==> src/rtl/branch_hazard_ctrl_if.sv <==
// ---------------------------------------------------------------------------
// branch_hazard_ctrl_if
// Bundle of signals between the pipeline and the ID-stage hazard controller.
//   master : pipeline side. It drives the ID/EX/MEM descriptors and mem_busy,
//            and it receives stall/bubble/flush/freeze and the perf counters.
//   slave  : hazard controller side. The directions are the reverse of master.
// Parameters:
//   REG_AW : register-address width.
//   CNT_W  : performance-counter width.
// ---------------------------------------------------------------------------
interface branch_hazard_ctrl_if #(
  parameter int REG_AW = 5,
  parameter int CNT_W  = 16
);
  logic              id_valid;
  logic [REG_AW-1:0] id_rs1;
  logic [REG_AW-1:0] id_rs2;
  logic              id_use_rs1;
  logic              id_use_rs2;
  logic              id_branch;
  logic              id_mispredict;
  logic [REG_AW-1:0] ex_rd;
  logic              ex_regwrite;
  logic              ex_memread;
  logic [REG_AW-1:0] mem_rd;
  logic              mem_regwrite;
  logic              mem_memread;
  logic              mem_busy;
  logic              stall;
  logic              bubble;
  logic              flush;
  logic              freeze;
  logic [CNT_W-1:0]  stall_cnt;
  logic [CNT_W-1:0]  flush_cnt;

  modport master (
    output id_valid, id_rs1, id_rs2, id_use_rs1, id_use_rs2, id_branch,
           id_mispredict, ex_rd, ex_regwrite, ex_memread, mem_rd,
           mem_regwrite, mem_memread, mem_busy,
    input  stall, bubble, flush, freeze, stall_cnt, flush_cnt
  );

  modport slave (
    input  id_valid, id_rs1, id_rs2, id_use_rs1, id_use_rs2, id_branch,
           id_mispredict, ex_rd, ex_regwrite, ex_memread, mem_rd,
           mem_regwrite, mem_memread, mem_busy,
    output stall, bubble, flush, freeze, stall_cnt, flush_cnt
  );
endinterface

==> src/rtl/branch_hazard_ctrl.sv <==
// ---------------------------------------------------------------------------
// branch_hazard_ctrl
// ID-stage hazard controller for a pipeline that resolves branches early in
// ID. It finds RAW hazards of the ID instruction against EX and MEM
// producers. It issues stalls of one or more cycles through a small counter
// FSM. It flushes IF/ID on a branch mispredict, and it freezes the whole pipe
// while data memory is busy. It also keeps saturating stall and flush
// counters.
// Ports:
//   clk : rising-edge clock.
//   rst : asynchronous reset, active-high.
//   bus : branch_hazard_ctrl_if.slave. Inputs are the ID/EX/MEM descriptors
//         and mem_busy. Outputs are stall, bubble, flush, freeze, stall_cnt
//         and flush_cnt.
// Parameters:
//   REG_AW  : register-address width.
//   STALL_W : width of the pending-stall counter. It must be >= 2.
//   CNT_W   : performance-counter width. It must match the interface.
//   FWD_ID  : 1 when an EX/MEM->ID forwarding path exists.
// ---------------------------------------------------------------------------
module branch_hazard_ctrl #(
  parameter int REG_AW  = 5,
  parameter int STALL_W = 2,
  parameter int CNT_W   = 16,
  parameter int FWD_ID  = 1
) (
  input logic               clk,
  input logic               rst,
  branch_hazard_ctrl_if.slave bus
);

  typedef enum logic {IDLE, STALL} state_t;

  state_t             state_q, state_d;
  logic [STALL_W-1:0] rem_q, rem_d;
  logic [CNT_W-1:0]   stall_cnt_q, stall_cnt_d;
  logic [CNT_W-1:0]   flush_cnt_q, flush_cnt_d;

  logic               ex_hit, mem_hit;
  logic               ex_load, ex_alu, mem_load, mem_alu;
  logic [STALL_W-1:0] need;
  logic               stall, bubble, flush, freeze;

  function automatic logic [CNT_W-1:0] sat_inc(input logic [CNT_W-1:0] v);
    return (&v) ? v : v + CNT_W'(1);
  endfunction

  // Hazard detection. Register x0 is never a producer.
  always_comb begin
    ex_hit  = bus.id_valid && (bus.ex_rd != '0) &&
              ((bus.id_use_rs1 && (bus.id_rs1 == bus.ex_rd)) ||
               (bus.id_use_rs2 && (bus.id_rs2 == bus.ex_rd)));
    mem_hit = bus.id_valid && (bus.mem_rd != '0) &&
              ((bus.id_use_rs1 && (bus.id_rs1 == bus.mem_rd)) ||
               (bus.id_use_rs2 && (bus.id_rs2 == bus.mem_rd)));
    ex_load  = ex_hit  && bus.ex_memread;
    ex_alu   = ex_hit  && bus.ex_regwrite && !bus.ex_memread;
    mem_load = mem_hit && bus.mem_memread;
    mem_alu  = mem_hit && bus.mem_regwrite && !bus.mem_memread;
  end

  // Stall cycles required before the ID instruction can proceed. An EX
  // producer shadows any MEM producer of the same operand set.
  always_comb begin
    need = '0;
    if (bus.id_valid && bus.id_branch) begin
      if (FWD_ID != 0) begin
        if (ex_load)       need = STALL_W'(2);
        else if (ex_alu)   need = STALL_W'(1);
        else if (mem_load) need = STALL_W'(1);
      end else begin
        if (ex_load || ex_alu)        need = STALL_W'(2);
        else if (mem_load || mem_alu) need = STALL_W'(1);
      end
    end else if (ex_load) begin
      need = STALL_W'(1);
    end
  end

  // FSM next state and outputs. The first bubble comes out in the detect
  // cycle. rem then counts the bubbles that are still owed.
  always_comb begin
    state_d = state_q;
    rem_d   = rem_q;
    stall   = 1'b0;
    bubble  = 1'b0;
    flush   = 1'b0;
    freeze  = 1'b0;
    if (rst) begin
      // Keep the outputs quiet while reset is held.
    end else if (bus.mem_busy) begin
      freeze = 1'b1;
      stall  = 1'b1;
    end else if (state_q == STALL) begin
      stall  = 1'b1;
      bubble = 1'b1;
      rem_d  = rem_q - STALL_W'(1);
      if (rem_q == STALL_W'(1)) state_d = IDLE;
    end else if (need != '0) begin
      stall  = 1'b1;
      bubble = 1'b1;
      if (need > STALL_W'(1)) begin
        rem_d   = need - STALL_W'(1);
        state_d = STALL;
      end
    end else begin
      flush = bus.id_valid && bus.id_branch && bus.id_mispredict;
    end
  end

  // Performance counters. During a freeze, bubble and flush are both 0, so
  // the counters hold.
  always_comb begin
    stall_cnt_d = bubble ? sat_inc(stall_cnt_q) : stall_cnt_q;
    flush_cnt_d = flush  ? sat_inc(flush_cnt_q) : flush_cnt_q;
  end

  always_ff @(posedge clk or posedge rst) begin
    if (rst) begin
      state_q     <= IDLE;
      rem_q       <= '0;
      stall_cnt_q <= '0;
      flush_cnt_q <= '0;
    end else begin
      state_q     <= state_d;
      rem_q       <= rem_d;
      stall_cnt_q <= stall_cnt_d;
      flush_cnt_q <= flush_cnt_d;
    end
  end

  assign bus.stall     = stall;
  assign bus.bubble    = bubble;
  assign bus.flush     = flush;
  assign bus.freeze    = freeze;
  assign bus.stall_cnt = stall_cnt_q;
  assign bus.flush_cnt = flush_cnt_q;

endmodule
==> src/flat_wrapper.sv <==
// flat-port wrapper written by rule: the top's interface ports become plain ports
module branch_hazard_ctrl_flat 
#(
  parameter int REG_AW  = 5,
  parameter int STALL_W = 2,
  parameter int CNT_W   = 16,
  parameter int FWD_ID  = 1
)
  (clk, rst, bus_id_valid, bus_id_rs1, bus_id_rs2, bus_id_use_rs1, bus_id_use_rs2, bus_id_branch, bus_id_mispredict, bus_ex_rd, bus_ex_regwrite, bus_ex_memread, bus_mem_rd, bus_mem_regwrite, bus_mem_memread, bus_mem_busy, bus_stall, bus_bubble, bus_flush, bus_freeze, bus_stall_cnt, bus_flush_cnt);
  branch_hazard_ctrl_if #(.REG_AW(REG_AW), .CNT_W(CNT_W)) bus_i ();
  input logic clk;
  input logic rst;
  input wire logic [$bits(bus_i.id_valid)-1:0] bus_id_valid;
  input wire logic [$bits(bus_i.id_rs1)-1:0] bus_id_rs1;
  input wire logic [$bits(bus_i.id_rs2)-1:0] bus_id_rs2;
  input wire logic [$bits(bus_i.id_use_rs1)-1:0] bus_id_use_rs1;
  input wire logic [$bits(bus_i.id_use_rs2)-1:0] bus_id_use_rs2;
  input wire logic [$bits(bus_i.id_branch)-1:0] bus_id_branch;
  input wire logic [$bits(bus_i.id_mispredict)-1:0] bus_id_mispredict;
  input wire logic [$bits(bus_i.ex_rd)-1:0] bus_ex_rd;
  input wire logic [$bits(bus_i.ex_regwrite)-1:0] bus_ex_regwrite;
  input wire logic [$bits(bus_i.ex_memread)-1:0] bus_ex_memread;
  input wire logic [$bits(bus_i.mem_rd)-1:0] bus_mem_rd;
  input wire logic [$bits(bus_i.mem_regwrite)-1:0] bus_mem_regwrite;
  input wire logic [$bits(bus_i.mem_memread)-1:0] bus_mem_memread;
  input wire logic [$bits(bus_i.mem_busy)-1:0] bus_mem_busy;
  output wire logic [$bits(bus_i.stall)-1:0] bus_stall;
  output wire logic [$bits(bus_i.bubble)-1:0] bus_bubble;
  output wire logic [$bits(bus_i.flush)-1:0] bus_flush;
  output wire logic [$bits(bus_i.freeze)-1:0] bus_freeze;
  output wire logic [$bits(bus_i.stall_cnt)-1:0] bus_stall_cnt;
  output wire logic [$bits(bus_i.flush_cnt)-1:0] bus_flush_cnt;
  assign bus_i.id_valid = bus_id_valid;
  assign bus_i.id_rs1 = bus_id_rs1;
  assign bus_i.id_rs2 = bus_id_rs2;
  assign bus_i.id_use_rs1 = bus_id_use_rs1;
  assign bus_i.id_use_rs2 = bus_id_use_rs2;
  assign bus_i.id_branch = bus_id_branch;
  assign bus_i.id_mispredict = bus_id_mispredict;
  assign bus_i.ex_rd = bus_ex_rd;
  assign bus_i.ex_regwrite = bus_ex_regwrite;
  assign bus_i.ex_memread = bus_ex_memread;
  assign bus_i.mem_rd = bus_mem_rd;
  assign bus_i.mem_regwrite = bus_mem_regwrite;
  assign bus_i.mem_memread = bus_mem_memread;
  assign bus_i.mem_busy = bus_mem_busy;
  assign bus_stall = bus_i.stall;
  assign bus_bubble = bus_i.bubble;
  assign bus_flush = bus_i.flush;
  assign bus_freeze = bus_i.freeze;
  assign bus_stall_cnt = bus_i.stall_cnt;
  assign bus_flush_cnt = bus_i.flush_cnt;
  branch_hazard_ctrl #(.REG_AW(REG_AW), .STALL_W(STALL_W), .CNT_W(CNT_W), .FWD_ID(FWD_ID)) u_core (.clk(clk), .rst(rst), .bus(bus_i));
endmodule
==> config.mk <==
export PLATFORM = sky130hd
export DESIGN_NAME = branch_hazard_ctrl_flat
export DESIGN_NICKNAME = d
export VERILOG_FILES = /design/src/rtl/branch_hazard_ctrl_if.sv /design/src/rtl/branch_hazard_ctrl.sv /design/src/flat_wrapper.sv
export SDC_FILE = /design/constraint.sdc
export NUM_CORES = 1
export LEC_CHECK = 0
export ABC_AREA = 1
export CAP_MARGIN = 20
export CORE_MARGIN = 2
export CORE_UTILIZATION = 38
export DETAILED_ROUTE_END_ITERATION = 16
export PLACE_DENSITY = 0.63
export SYNTH_ARGS = -nofsm -noshare
export SYNTH_HDL_FRONTEND = slang
export SYNTH_SLANG_ARGS = --single-unit
==> constraint.sdc <==
create_clock -name clk -period 2.79 [get_ports clk]
set_input_delay 0.279 -clock clk [delete_from_list [all_inputs] [get_ports clk]]
set_output_delay 0.279 -clock clk [all_outputs]
set_load 0.03 [all_outputs]
==> metrics.cfg <==
[synth]
syn_area_um2=2360
yosys_register_bits=35
ys_types=27
syn-num-nets=357
syn_area_per_cell_um2=7.34
yosys_warnings=0
syn_inst=321
yosysSeqAreaShare_pct=37.2

[worst_setup_path]
critPathBufInv=5
critical_path_arrival_ps=2340
cpMaxStageDelayCell=clkdlybuf4s50_1
worstSetupPathType=in2out
end_kind=output port
worstPathCellList=clkdlybuf4s50_1 > inv_1 > nand2_1 > nand2_1 > nor2_1 > nand3_2 > nand2_2 > nand3_1 > nand2_1 > nand2_1 > nand2_1 > nand2_1 > ha_1 > inv_1 > nor2_4 > nor2_4 > buf_4 > buf_4
cp_top_family=buffers and inverters
crit_required_ps=2510
path_max_fanout=3
cp_slowest_stage_delay_ps=500
path_common_cell=nand2_1
critPathLaunchType=primary input

[sta]
slew_viol_final=0
rsz0062_at_grt=false
setup_violations=0
setup_tns_ps=0
period_share_pct=93.9
finalHoldViolCount=0
worst_slew_pin_slew_ps=420
fin_skew_ps=7.72
slew_headroom_pct=71.8
layout_min_cycle_time_ps=2620
fmax_mhz=382

[pwr]
p_sw_mw=0.492
p_clk_share_pct=25.4
seq_power_share_pct=44.1
powerDensity_nw_per_um2=429
p_leak_nw=1.60
power.total_mw=1.41
ir_worst_vdd_mv=0.273
p_sw_share_pct=34.9
pwr-share-comb_pct=30.5
intPower_mw=0.916

[global_route]
grt_pass1_vias=2178
grt_max_degree=21
gr-total-overflow=0
grt_pass1_wl_mm=9.17
grt_usage_pct=17.2
antenna_found_initial=0

[clock_network]
cts.htree.levels=2
clkLatencyLatePin_ps=280
clock_path_buffers=2
clockRootBuffer=clkbuf_8
clkSinkCount=35
cts_tree=built
path_clk_slew_ps=70
cts-hold-fix-buffers=0
cts_inserted_buffers=5

[floorplan]
core-area_um2=5960
die_w_um=82.8
ioPinCount=68
fp.dieH_um=82.8
die_area_um2=6850
initial_core_util_pct=39.6
num_rows=28

[placed_design]
portBuffers=66
place_area_um2=3170
post-dp-hpwl_mm=4.59
place.gp.congestion=0.906

[routing]
drc=0
routed_wl_mm=5.64
wire_per_inst_um=11.8
dr.pass1.iters=4
via_per_inst=4.76
routed-via-count=2280
drt-initial-drc-count=74
drtAntennaViolNets=0

[run_status]
status=completed

[finish]
regArea_um2=876
final_nets=439
post-route-util_pct=55.2
design_area_um2=3290
areaGrowthSynthToFinish_pct=39.4
post_route_cells_drive_above_1_share_pct=12.4
multi_input_area_um2=1290
n_fill_cell=598
antenna_cells=0

[flow_run]
max-cap-violations=0

[hold_path]
worstHoldPathType=in2async

## layout by cell type (no fill, tap or decap), types with 2 or more instances in the layout
| cell type | instances |
|---|---|
| nand2_1 | 80 |
| clkdlybuf4s50_1 | 61 |
| nor4_1 | 3 |
| nand3b_1 | 2 |
| nand2_4 | 3 |
| nor3_4 | 2 |
| o21ai_1 | 4 |
| ha_1 | 4 |
| inv_4 | 2 |
| nor2_1 | 24 |
| nand2_2 | 4 |
| nor3_1 | 12 |
| dfrtp_1 | 35 |
| dlymetal6s2s_1 | 2 |
| nand3_1 | 23 |
| inv_1 | 48 |
| nor2_2 | 7 |
| clkbuf_8 | 5 |
| buf_4 | 12 |
| o22ai_1 | 3 |
| inv_2 | 5 |
| o21ai_0 | 10 |
| a21oi_1 | 4 |
| xor2_1 | 18 |
| xnor2_1 | 11 |
| nand4_1 | 8 |
| nand3_2 | 2 |
| nor2_4 | 3 |
## power groups by stage
stage               logic, mW  registers (mW)  clock network [mW]
floorplan               0.146           0.711                   0
global placement        0.422           0.631                   0
detailed placement      0.427           0.630                   0
CTS                     0.429           0.622               0.369
global route            0.465           0.629               0.394
finish                  0.430           0.621               0.358
## registers in the layout, summed over array words and instances, names as in the netlist
name,count
u_core.bus.stall_cnt,16
u_core.state_q,1
u_core.bus.flush_cnt,16
u_core.rem_q,2
## metal layers
metal,GRT usage (%),vias to the layer above,share of wire [%]
met2,30.0,62,49
met4,5.08,0,0.89
met1,21.9,1029,46
met5,0,-,0
li1,-,1184,-
met3,2.93,5,4.3
## synth_stat cells (all sizes together)
master	number	area, um^2
xor2	18	158
o21ai	14	70.1
nor3	15	103
nor2	34	158
ha	4	50.1
nor4	4	31.3
dfrtp	35	876
nand4	8	50.1
a21oi	4	20.0
nand3	25	130
nand3b	2	15.0
o22ai	4	25.0
inv	55	211
xnor2	11	96.3
o211ai	1	7.51
nand2	87	357
## kinds of logic (layout without fill, tap and decap cells)
logic type,Yosys count,after routing,synth area share [%]
and+or+nand+nor,175,175,35.8
buffers and inverters,55,138,8.97
DFF,35,35,37.2
xor gates and xnor gates,29,29,10.8
AOI/OAI and AO/OA,23,23,5.20
adders and majority gates,4,4,2.12
## path summary, 6_finish.rpt
kind	slack [ps]	depth (start not counted)	to	from
max	170	18	bus_bubble	bus_ex_rd[1]
min	450	3	u_core.bus.stall_cnt[8]	rst
max reg2reg	1050	8	u_core.bus.stall_cnt[14]	u_core.bus.stall_cnt[0]
min reg2reg	490	2	u_core.rem_q[1]	u_core.rem_q[1]
max in group asynchronous	2100	3	u_core.rem_q[0]	rst
min in group clk	490	2	u_core.rem_q[1]	u_core.rem_q[1]
## tightest hold or removal path: stages
cell	delay, ps
clkdlybuf4s50_1	460
inv_1	110
buf_4	250
## cell type report
type                            instances  share of cell area (%)
Clock inverter                          2                   0.381
Sequential cell                        35                    26.7
Timing Repair Buffer                   75                    22.1
Tap cell                               75                    2.86
Clock buffer                            6                    2.21
Inverter                               55                    6.44
Multi-Input combinational cell        231                    39.4
## metrics by stage
step / instances / worst slack [ps] / hold slack (ps)
6_report: 479 / 171 / 449
5_1_grt: 479 / 4.39 / 499
4_1_cts: 479 / 4.27 / 459
3_5_place_dp: 471 / -7.55 / 473
3_3_place_gp: 471 / -5.26 / 458
2_1_floorplan: 321 / 521 / 442
## timing repair
action / 4_1_cts / 5_1_grt
setup buffers: 0 / 1
hold endpoints to repair: 0 / 0
gates resized for setup: 0 / 10
setup endpoints to repair: 0 / 3
No activity file was read; power rests on OpenSTA's default activity.
